--- src/rtl/instr_issuer_pkg.sv ---
// Shared types and constants for the instruction issuer: instruction field layout,
// opcodes, idle word and FSM state encodings.
package instr_issuer_pkg;

    localparam int unsigned INSTR_W  = 16;
    localparam int unsigned OPC_W    = 3;
    localparam int unsigned REG_W    = 3;

    localparam int unsigned OPC_LSB  = 13;
    localparam int unsigned SRCA_LSB = 10;
    localparam int unsigned SRCB_LSB = 7;
    localparam int unsigned DEST_LSB = 4;

    localparam logic [OPC_W-1:0] OP_ADD = 3'b000;
    localparam logic [OPC_W-1:0] OP_SUB = 3'b001;
    localparam logic [OPC_W-1:0] OP_AND = 3'b010;
    localparam logic [OPC_W-1:0] OP_OR  = 3'b011;

    localparam logic [INSTR_W-1:0] IDLE_WORD = 16'h0000;

    typedef struct packed {
        logic [OPC_W-1:0] opcode;
        logic [REG_W-1:0] src_a;
        logic [REG_W-1:0] src_b;
        logic [REG_W-1:0] dest;
        logic [3:0]       unused;
    } instr_t;

    typedef enum logic [1:0] {
        ST_IDLE  = 2'b00,
        ST_ISSUE = 2'b01,
        ST_DRAIN = 2'b10,
        ST_DONE  = 2'b11
    } state_t;

endpackage

--- src/rtl/instr_issuer_ram.sv ---
// Program buffer: DEPTH x INSTR_W, one synchronous write port, one asynchronous read port.
module instr_ram
    import instr_issuer_pkg::*;
#(
    parameter int unsigned DEPTH = 16,
    parameter int unsigned AW    = $clog2(DEPTH)
) (
    input  logic               clk,
    input  logic               we,
    input  logic [AW-1:0]      waddr,
    input  logic [INSTR_W-1:0] wdata,
    input  logic [AW-1:0]      raddr,
    output logic [INSTR_W-1:0] rdata_c
);

    logic [INSTR_W-1:0] mem [DEPTH];

    always_ff @(posedge clk) begin
        if (we) begin
            mem[waddr] <= wdata;
        end
    end

    assign rdata_c = mem[raddr];

endmodule

--- src/rtl/instr_issuer.sv ---
// Issues a loaded program to a processor one word per cycle and accumulates the
// results that return RESULT_LAT edges after each issued instruction.
module instr_issuer
    import instr_issuer_pkg::*;
#(
    parameter int unsigned DEPTH      = 16,
    parameter int unsigned RESULT_LAT = 2
) (
    input  logic                             clk,
    input  logic                             reset,
    input  logic                             load_en,
    input  logic [$clog2(DEPTH)-1:0]         load_addr,
    input  logic [INSTR_W-1:0]               load_data,
    input  logic [$clog2(DEPTH+1)-1:0]       prog_len,
    input  logic                             start,
    input  logic                             hold,
    input  logic [7:0]                       result,
    output logic [INSTR_W-1:0]               instruction,
    output logic                             instr_valid,
    output logic                             busy,
    output logic                             done,
    output logic [7:0]                       last_result,
    output logic [7:0]                       result_sum,
    output logic [$clog2(DEPTH+1)-1:0]       result_count
);

    localparam int unsigned AW = $clog2(DEPTH);
    localparam int unsigned CW = $clog2(DEPTH + 1);
    localparam int unsigned TW = RESULT_LAT;

    state_t          state_q, state_d;
    logic [CW-1:0]   pc_q, pc_d;
    logic [CW-1:0]   len_q, len_d;
    logic [TW-1:0]   trk_q, trk_d;
    instr_t          instr_q, instr_d;
    logic            vld_q, vld_d;
    logic            busy_q, busy_d;
    logic            done_q, done_d;
    logic [7:0]      last_q, last_d;
    logic [7:0]      sum_q, sum_d;
    logic [CW-1:0]   cnt_q, cnt_d;

    logic [CW-1:0]      len_eff;
    logic               ram_we;
    logic [AW-1:0]      rd_addr;
    logic [INSTR_W-1:0] rd_data;

    assign len_eff = (prog_len > CW'(DEPTH)) ? CW'(DEPTH) : prog_len;

    instr_ram #(
        .DEPTH (DEPTH),
        .AW    (AW)
    ) u_ram (
        .clk     (clk),
        .we      (ram_we),
        .waddr   (load_addr),
        .wdata   (load_data),
        .raddr   (rd_addr),
        .rdata_c (rd_data)
    );

    // Next-state, issue and result-capture logic.
    always_comb begin
        state_d = state_q;
        pc_d    = pc_q;
        len_d   = len_q;
        instr_d = instr_t'(IDLE_WORD);
        vld_d   = 1'b0;
        last_d  = last_q;
        sum_d   = sum_q;
        cnt_d   = cnt_q;
        rd_addr = pc_q[AW-1:0];
        ram_we  = 1'b0;

        // Oldest tracking stage marks the cycle whose result is on the bus now.
        if (trk_q[TW-1]) begin
            last_d = result;
            sum_d  = sum_q + result;
            cnt_d  = cnt_q + CW'(1);
        end

        case (state_q)
            ST_IDLE: begin
                ram_we  = load_en;
                rd_addr = '0;
                if (start) begin
                    len_d  = len_eff;
                    last_d = '0;
                    sum_d  = '0;
                    cnt_d  = '0;
                    if (len_eff == '0) begin
                        state_d = ST_DONE;
                    end else begin
                        instr_d = instr_t'(rd_data);
                        vld_d   = 1'b1;
                        pc_d    = CW'(1);
                        state_d = (len_eff == CW'(1)) ? ST_DRAIN : ST_ISSUE;
                    end
                end
            end
            ST_ISSUE: begin
                if (!hold) begin
                    instr_d = instr_t'(rd_data);
                    vld_d   = 1'b1;
                    pc_d    = pc_q + CW'(1);
                    if (pc_q == len_q - CW'(1)) begin
                        state_d = ST_DRAIN;
                    end
                end
            end
            ST_DRAIN: begin
                if (trk_q == '0) begin
                    state_d = ST_DONE;
                end
            end
            ST_DONE: begin
                pc_d    = '0;
                state_d = ST_IDLE;
            end
            default: state_d = ST_IDLE;
        endcase

        trk_d  = (trk_q << 1) | TW'(vld_d);
        busy_d = (state_d == ST_ISSUE) || (state_d == ST_DRAIN);
        done_d = (state_d == ST_DONE);
    end

    always_ff @(posedge clk) begin
        if (!reset) begin
            state_q <= ST_IDLE;
            pc_q    <= '0;
            len_q   <= '0;
            trk_q   <= '0;
            instr_q <= instr_t'(IDLE_WORD);
            vld_q   <= 1'b0;
            busy_q  <= 1'b0;
            done_q  <= 1'b0;
            last_q  <= '0;
            sum_q   <= '0;
            cnt_q   <= '0;
        end else begin
            state_q <= state_d;
            pc_q    <= pc_d;
            len_q   <= len_d;
            trk_q   <= trk_d;
            instr_q <= instr_d;
            vld_q   <= vld_d;
            busy_q  <= busy_d;
            done_q  <= done_d;
            last_q  <= last_d;
            sum_q   <= sum_d;
            cnt_q   <= cnt_d;
        end
    end

    assign instruction  = instr_q;
    assign instr_valid  = vld_q;
    assign busy         = busy_q;
    assign done         = done_q;
    assign last_result  = last_q;
    assign result_sum   = sum_q;
    assign result_count = cnt_q;

endmodule

--- config.mk ---
export PLATFORM = sky130hd
export DESIGN_NAME = instr_issuer
export DESIGN_NICKNAME = d
export VERILOG_FILES = /design/src/rtl/instr_issuer_pkg.sv /design/src/rtl/instr_issuer_ram.sv /design/src/rtl/instr_issuer.sv
export SDC_FILE = /design/constraint.sdc
export NUM_CORES = 1
export LEC_CHECK = 0
export ABC_AREA = 1
export ABC_CLOCK_PERIOD_IN_PS = 4100
export CAP_MARGIN = 10
export CORE_ASPECT_RATIO = 1.75
export CORE_UTILIZATION = 60
export CTS_CLUSTER_DIAMETER = 150
export DETAILED_ROUTE_END_ITERATION = 8
export PLACE_DENSITY = 0.9
export SETUP_SLACK_MARGIN = 0.3
export SKIP_CTS_REPAIR_TIMING = 1
export SYNTH_ARGS = -nofsm -noshare
export SYNTH_HDL_FRONTEND = slang
export SYNTH_SLANG_ARGS = --single-unit
--- constraint.sdc ---
create_clock -name clk -period 4.1 [get_ports clk]
set_clock_uncertainty 0.1 [all_clocks]
set_input_delay 0.82 -clock clk [delete_from_list [all_inputs] [get_ports clk]]
set_output_delay 0.82 -clock clk [all_outputs]
set_load 0.02 [all_outputs]
==> run summary, run 1 <==
IO Port Bufs - 77
total congestion overflow - 0
fraction of final layout cells sized beyond drive strength 1 - 7.79%
share of the synthesized area in the top cell type - 60.8%
Starting Density - 61.8%
Pins Over Slew Limit - 0
critical path class - reg2reg
worst-path fanout max - 39
Root Driver - clkbuf_16
RD Place Congestion - 0.867
Synth async-reset ratio - 0%
Switch Pwr - 1.45 mW
synth cell count leaders - nand2_1, edfxtp_1, nand3_1, dfxtp_1, nor2_1
vias per cell - 6.24
Via Count - 9234
clock network power share - 40.4%
Setup TNS Final - 0 ns
CTS max path bufs - 3
RSZ-0062 raised after global routing - no
Netlist Area Pre-Place - 0.0127 sq mm
Yosys top cell by area - edfxtp_1
largest net degree at the start of global routing - 73
Hold Fails Final Rpt - 0
Mapped Cells - 1144
syn nets - 1194
Final Setup Violations - 0
Critical Path End Type - flop
Util after Layout - 71.0%
HP Class - reg2reg
initial drt markers - 1144
htree depth - 1
Area Growth Syn to Fin - 14.8%
worst hold slack - 0.361 ns
core region area - 0.0205 sq mm
Placed Cells - 1431
Post-DRT Antenna Nets - 0
FILL cells - 1261
CTS tree - yes
dpl hpwl - 17600 um
register area share after synthesis - 69.2%
clock latency on the worst-skew pair - 0.53 ns
Sinks on Clock Net - 309
Nets - 1262
die width - 112 um
crit path launch type - flop
die area - 0.0217 sq mm
Reg power frac - 52.8%
Clk pin slew, worst setup/hold paths - 0.07 ns
GRT Resource Usage Total - 28.1%
count of state elements after synthesis - 309
fmax - 377 MHz
WL met1 - 10200 um
failing checks - DRC
I/O Pins - 78
Post-synth EDFFs - 256
DP Area - 0.0136 sq mm
# diodes - 0
First-pass DRT Iterations - 9
data arrival time of the worst path - 3.01 ns
DR WL met3 - 2670 um
top cells by area, synth - edfxtp_1, nand2_1, dfxtp_1, nand3_1, a21oi_1
Net Sw Frac - 22.2%
initial antenna violation count - 0
most frequent cell after synthesis - nand2_1
Worst EP required - 4.45 ns
vias in the first global route - 9098
post-synth cell types - 39
worst vdd ir - 0.355 mV
Syn Area/Cell - 11.1 sq um
Comb power frac - 6.8%
Wirelength per Cell - 20.6 um
leakage - 5.31 nW
post-route insts no fill - 1480
status - finished with violations
die height - 194 um
Met2 Wirelength - 15800 um
Max Cap Viol - 0
fin crit share - 64.8%
Int Pwr - 5.10 mW
clock buffer count from CTS - 26
max layer used - met4
Syn. warnings - 0
Rel. slew slack - 18.0%
DRT Wirelength - 30500 um
first-pass GRT wire length - 46900 um
Post-Layout Inst Area - 0.0145 sq mm
P per Cell Area - 451 mW/mm^2
Rows - 69
top_reg_cell synth - edfxtp_1
Slew @ Worst Pin - 1.23 ns
fin crit period - 2.66 ns
number of remaining DRC errors - 12
## final timing paths
path	startpoint	to	slack, ns	cells past startpoint
max	state_q[1]	instruction[7]	1.44	9
min reg2reg	last_result[0]	last_result[0]	0.36	2
max reg2reg	state_q[1]	instruction[7]	1.44	9
min	last_result[0]	last_result[0]	0.36	2
## power by group through the flow
stage / Sequential (mW) / Combinational [mW] / Clock [mW]
2_1_floorplan: 3.54 / 0.238 / 0
3_3_place_gp: 3.53 / 0.410 / 0
3_5_place_dp: 3.53 / 0.427 / 0
4_1_cts: 3.46 / 0.435 / 2.65
5_1_grt: 3.46 / 0.479 / 2.78
6_report: 3.46 / 0.444 / 2.65
## metal layers
layer,GRT usage [%],vias up
li1,-,4108
met1,31.6,4309
met2,49.4,678
met3,4.44,139
met4,17.4,0
met5,0,-
## registers in the layout, summed over array words and instances (netlist names)
register and count:
u_ram.mem 256, instruction 16, last_result 8, result_sum 8
len_q 5, pc_q 5, result_count 5, state_q 2
trk_q 2, busy 1, done 1
## worst max-delay path, cell delays in order, from the launching register on
cell	delay, ns
dfxtp_1	0.49
nor2_4	0.09
nor2_4	0.76
buf_4	0.46
nand2_1	0.11
nand3_1	0.11
nand3_1	0.09
nand3_1	0.12
nand2_1	0.08
a21oi_1	0.16
## through the flow
step | total power [mW] | worst slack, ns
detailed placement | 3.96 | 1.03
finish | 6.55 | 1.44
global placement | 3.94 | 1.11
CTS | 6.55 | 1.45
floorplan | 3.78 | 1.72
global route | 6.72 | 1.25
## cell usage in the layout (no fill, tap or decap), types with 2 or more instances in the layout
master,instances
o21bai_1,2
bufinv_16,4
nand2_1,348
o21a_1,2
nor2_1,39
nor2_4,4
a21oi_2,2
nor3_1,8
clkbuf_16,27
clkbuf_8,2
clkdlybuf4s50_1,77
o21ai_1,2
nand2_4,2
clkbuf_1,3
inv_6,3
nor3b_1,2
a21oi_1,37
inv_1,45
ha_1,11
dfxtp_1,52
nand4_1,4
edfxtp_1,256
nand3_1,210
inv_2,6
buf_4,19
clkinvlp_4,4
or2_2,2
o32ai_1,3
o211ai_1,4
a31oi_1,16
clkinv_4,2
o21ai_0,5
nor2_2,11
xnor2_1,2
nand2_2,3
## cell families after synthesis
kind of cell / count (synthesis) / synth area share (%)
XOR/XNOR: 3 / 0.208
flip-flops: 309 / 69.2
buffers and inverters: 108 / 4.09
adder cells (fa/ha/maj): 12 / 1.25
AND/OR/NAND/NOR: 635 / 21.6
AO/OA/AOI/OAI: 77 / 3.68
## layout make-up
cell class                      instances  area [sq um]  share of cell area [%]
Inverter                               51           191                    1.32
Clock inverter                         16           214                    1.47
Clock buffer                           32           714                    4.92
Timing Repair Buffer                   97           933                    6.42
Sequential cell                       309          8750                    60.2
Multi-Input combinational cell        727          3410                    23.5
Tap cell                              248           310                    2.14
Power figures use the tool's default switching activity.
==> run 2, diff against run 1 <==
Settings changed: ABC_CLOCK_PERIOD_IN_PS 4100 to 2700, CORE_UTILIZATION 60 to 59, PLACE_DENSITY 0.9 to 0.89.
Clock period 4.1 ns to 2.7 ns, I/O delays scaled along.
==> run summary, run 2 (synthesis gave the netlist of run 1 again) <==
status - completed
htree depth - 1
largest net degree at the start of global routing - 87
Slew @ Worst Pin - 0.737 ns
Sinks on Clock Net - 309
Post-DRT Antenna Nets - 0
CTS max path bufs - 3
Worst EP required - 2.06 ns
first-pass GRT wire length - 44500 um
max reg flops - 256
GRT Resource Usage Total - 26.3%
overall power - 9.63 mW
data arrival time of the worst path - 1.56 ns
leading cell type in the layout, fill and taps excluded - nand2_1
RSZ-0062 raised after global routing - no
Final Setup Violations - 0
register name with the most flops - u_ram.mem
die height - 196 um
Via Count - 9027
die width - 113 um
Area Growth Syn to Fin - 15.8%
vias per cell - 6.05
Critical Path End Type - output pin
max incr delay on CP - 0.63 ns
leakage - 5.37 nW
Wirelength per Cell - 19.3 um
CTS tree - yes
Crit path max-delay family - buffers and inverters
Nets - 1273
P per Cell Area - 657 mW/mm^2
Root Driver - clkbuf_16
initial drt markers - 1171
HP Class - reg2reg
crit path launch type - flop
dpl hpwl - 17500 um
Starting Density - 60.4%
fmax - 455 MHz
DP Area - 0.0138 sq mm
Hold Fails Final Rpt - 0
commonest non-fill, non-tap cells in the layout - nand2_1, edfxtp_1, nand3_1, clkdlybuf4s50_1, dfxtp_1
First-pass DRT Iterations - 5
CP cell instances - clkdlybuf4s50_1
Clk pin slew, worst setup/hold paths - 0.07 ns
IO Port Bufs - 77
fin crit share - 81.4%
RD Place Congestion - 0.918
die area - 0.0221 sq mm
Rows - 70
Max Cap Viol - 0
fraction of final layout cells sized beyond drive strength 1 - 7.91%
initial antenna violation count - 0
Critical path buffers and inverters - 1
Setup TNS Final - 0 ns
core region area - 0.0209 sq mm
Post-Layout Inst Area - 0.0147 sq mm
DRT Wirelength - 28700 um
total congestion overflow - 0
clock buffer count from CTS - 26
fin crit period - 2.20 ns
I/O Pins - 78
worst vdd ir - 0.516 mV
vias in the first global route - 9012
clock latency on the worst-skew pair - 0.54 ns
worst-path fanout max - 4
critical path class - reg2out
Pins Over Slew Limit - 0
Rel. slew slack - 50.7%
Critical-path top delay cell - clkdlybuf4s50_1
number of remaining DRC errors - 0
# diodes - 0
==> run 2: layout make-up <==
class                           count  area (sq um)
Clock buffer                       30           687
Clock inverter                     14           154
Fill cell                        1293          6280
Inverter                           51           191
Multi-Input combinational cell    727          3410
Sequential cell                   309          8750
Tap cell                          252           315
Timing Repair Buffer              108          1140
==> run 2: worst paths after layout <==
path / start / end / slack [ns] / cells past startpoint
worst max-delay path: result_sum[1] / result_sum[1] / 0.50 / 1
worst min-delay path: last_result[6] / last_result[6] / 0.36 / 2
worst max register to register: state_q[1] / instruction[11] / 0.59 / 9
worst min register to register: last_result[6] / last_result[6] / 0.36 / 2
==> run 2: tightest hold or removal path, cell delays in order, from the launching register on <==
cell     delay [ns]
dfxtp_1        0.31
nand2_1        0.06
a21oi_1        0.05
==> run 2: power breakdown <==
part / switching [mW] / leakage (nW) / total [mW] / internal (mW)
logic: 0.458 / 2.22 / 0.686 / 0.227
clock network: 1.58 / 0.402 / 3.69 / 2.11
registers: 0.0299 / 2.74 / 5.26 / 5.23
total: 2.07 / 5.37 / 9.63 / 7.56
==> run 2: metal layers <==
layer	GRT usage [%]	wire length, um	vias up
li1	-	-	4117
met1	28.9	9360	4234
met2	48.7	15700	569
met3	3.06	2580	107
met4	14.8	1140	0
met5	0	0	-
==> run 2: through the flow <==
step                      utilization, %  std cells  setup WS [ns]  hold slack, ns
after CTS                           70.0       1491          0.495           0.365
final                               70.0       1491          0.502           0.361
after global routing                70.0       1491          0.456           0.392
after detailed placement            66.0       1447          0.302           0.352
after global placement              66.0       1447          0.344           0.347
after floorplan                        -       1144          0.601           0.374
==> run 3, diff against run 2 <==
Settings changed: ABC_CLOCK_PERIOD_IN_PS 2700 to 1850, CORE_UTILIZATION 59 to 53, PLACE_DENSITY 0.89 to 0.85.
Clock period 2.7 ns to 1.85 ns, I/O delays scaled along.
==> run summary, run 3 (synthesis gave the netlist of run 1 again) <==
CTS max path bufs - 3
Clk pin slew, worst setup/hold paths - 0.07 ns
startpoint of the lowest-slack hold path - result[2]
First-pass DRT Iterations - 6
status - finished with violations
Int Pwr - 11.1 mW
Root Driver - clkbuf_16
CTS tree - yes
die width - 119 um
GRT Max-Usage Layer - met2
die height - 206 um
Pins Over Slew Limit - 0
Final Setup Violations - 234
GRT Resource Usage Total - 26.0%
crit path launch type - flop
core region area - 0.0234 sq mm
P per Cell Area - 892 mW/mm^2
clock buffer count from CTS - 26
clock latency on the worst-skew pair - 0.58 ns
hold path depth - 3
first-pass GRT wire length - 48300 um
met3 Usage GRT - 3.37%
die area - 0.0245 sq mm
Post-DRT Antenna Nets - 0
# diodes - 0
Sinks on Clock Net - 309
setup ws final - -0.140 ns
initial drt markers - 1346
Post-Layout Inst Area - 0.0164 sq mm
met2 usage - 50.3%
vias in the first global route - 9381
RR Startpoint - state_q[1]
worst vdd ir - 0.726 mV
fin crit period - 1.99 ns
Comb power frac - 10.0%
data arrival time of the worst path - 2.40 ns
largest net degree at the start of global routing - 67
fraction of final layout cells sized beyond drive strength 1 - 24.3%
worst hold slack - 0.293 ns
Rel. slew slack - 67.4%
overall power - 14.6 mW
Via Count - 10200
total congestion overflow - 0
fin crit share - 108%
DP Area - 0.0147 sq mm
Placed Cells - 1558
vias per cell - 6.23
fmax - 503 MHz
Reg power frac - 52.5%
Starting Density - 54.0%
leakage - 6.13 nW
clock network power share - 37.5%
I/O Pins - 78
leading cell type in the layout, fill and taps excluded - nand2_1
IO Port Bufs - 77
worst-path fanout max - 21
commonest non-fill, non-tap cells in the layout - nand2_1, edfxtp_1, nand3_1, buf_4, inv_1
Switch Pwr - 3.54 mW
RSZ-0062 raised after global routing - yes
grt met1 use - 26.6%
htree depth - 1
Slew @ Worst Pin - 0.489 ns
DRT Wirelength - 39500 um
critical path class - reg2reg
Area Growth Syn to Fin - 29.6%
Wirelength per Cell - 24.1 um
initial antenna violation count - 0
Rows - 74
failing checks - setup timing
RD Place Congestion - 0.888
HP Class - in2reg
Critical Path End Type - flop
RR Endpoint - instruction[9]
dpl hpwl - 20800 um
number of remaining DRC errors - 0
hold path endpoint - last_result[2]
Hold Fails Final Rpt - 0
register name with the most flops - u_ram.mem
Worst Reg2Reg Path Length in Cells - 9
max reg flops - 256
Nets - 1367
Net Sw Frac - 24.2%
Max Cap Viol - 0
post-route insts no fill - 1640
reg2reg setup slack - -0.14 ns
Worst EP required - 2.26 ns
==> run 3: power groups by stage <==
stage | logic (mW) | registers, mW | clock network, mW
4_1_cts | 1.18 | 7.67 | 5.41
3_3_place_gp | 1.14 | 7.81 | 0
5_1_grt | 1.54 | 7.67 | 5.71
3_5_place_dp | 1.17 | 7.82 | 0
2_1_floorplan | 0.564 | 7.85 | 0
6_report | 1.47 | 7.67 | 5.48
==> run 3: worst max-delay path, stage by stage (launching register included) <==
cell and delay, ns:
dfxtp_4 0.38, inv_4 0.10, nand2_8 0.08, buf_12 0.14, nand2_8 0.17, buf_16 0.19, nand2_1 0.09, nand3_1 0.27
nand3_1 0.18, a21oi_2 0.19
==> run 3: layout make-up <==
type                       count  area, sq um
multi-input combinational    728         3930
fill                        1428         7030
clock inverter                18          165
timing repair buffer         201         2270
clock buffer                  29          662
sequential                   309         8780
tap                          304          380
inverter                      51          204
==> run 3: per-stage QoR <==
| stage | TNS (ns) | setup slack [ns] | util (%) |
|---|---|---|---|
| floorplan | 0 | 0.0938 | - |
| global placement | -46.79 | -0.249 | 62.9 |
| detailed placement | -55.99 | -0.259 | 62.9 |
| CTS | -5.93 | -0.239 | 66.4 |
| global route | -23.51 | -0.246 | 70.0 |
| finish | -17.16 | -0.140 | 70.0 |
==> run 3: layer usage <==
metal  share of wire (%)  wire length, um  vias to the layer above
met1                  30            11800                     4802
met4                 7.7             3030                        0
met3                 9.2             3650                      241
met5                   0                0                        -
li1                    -                -                     4324
met2                  53            20900                      851
==> run 3: worst max-delay path by stage <==
stage,from,endpoint,slack [ns],depth (start not counted)
after global placement,result[0],result_sum[6],-0.25,7
after detailed placement,result[0],result_sum[6],-0.26,7
after floorplan,len_q[0],busy,0.09,16
after CTS,result_sum[1],result_sum[1],-0.24,1
after global routing,len_q[0],busy,-0.25,16
final,state_q[1],instruction[9],-0.14,9
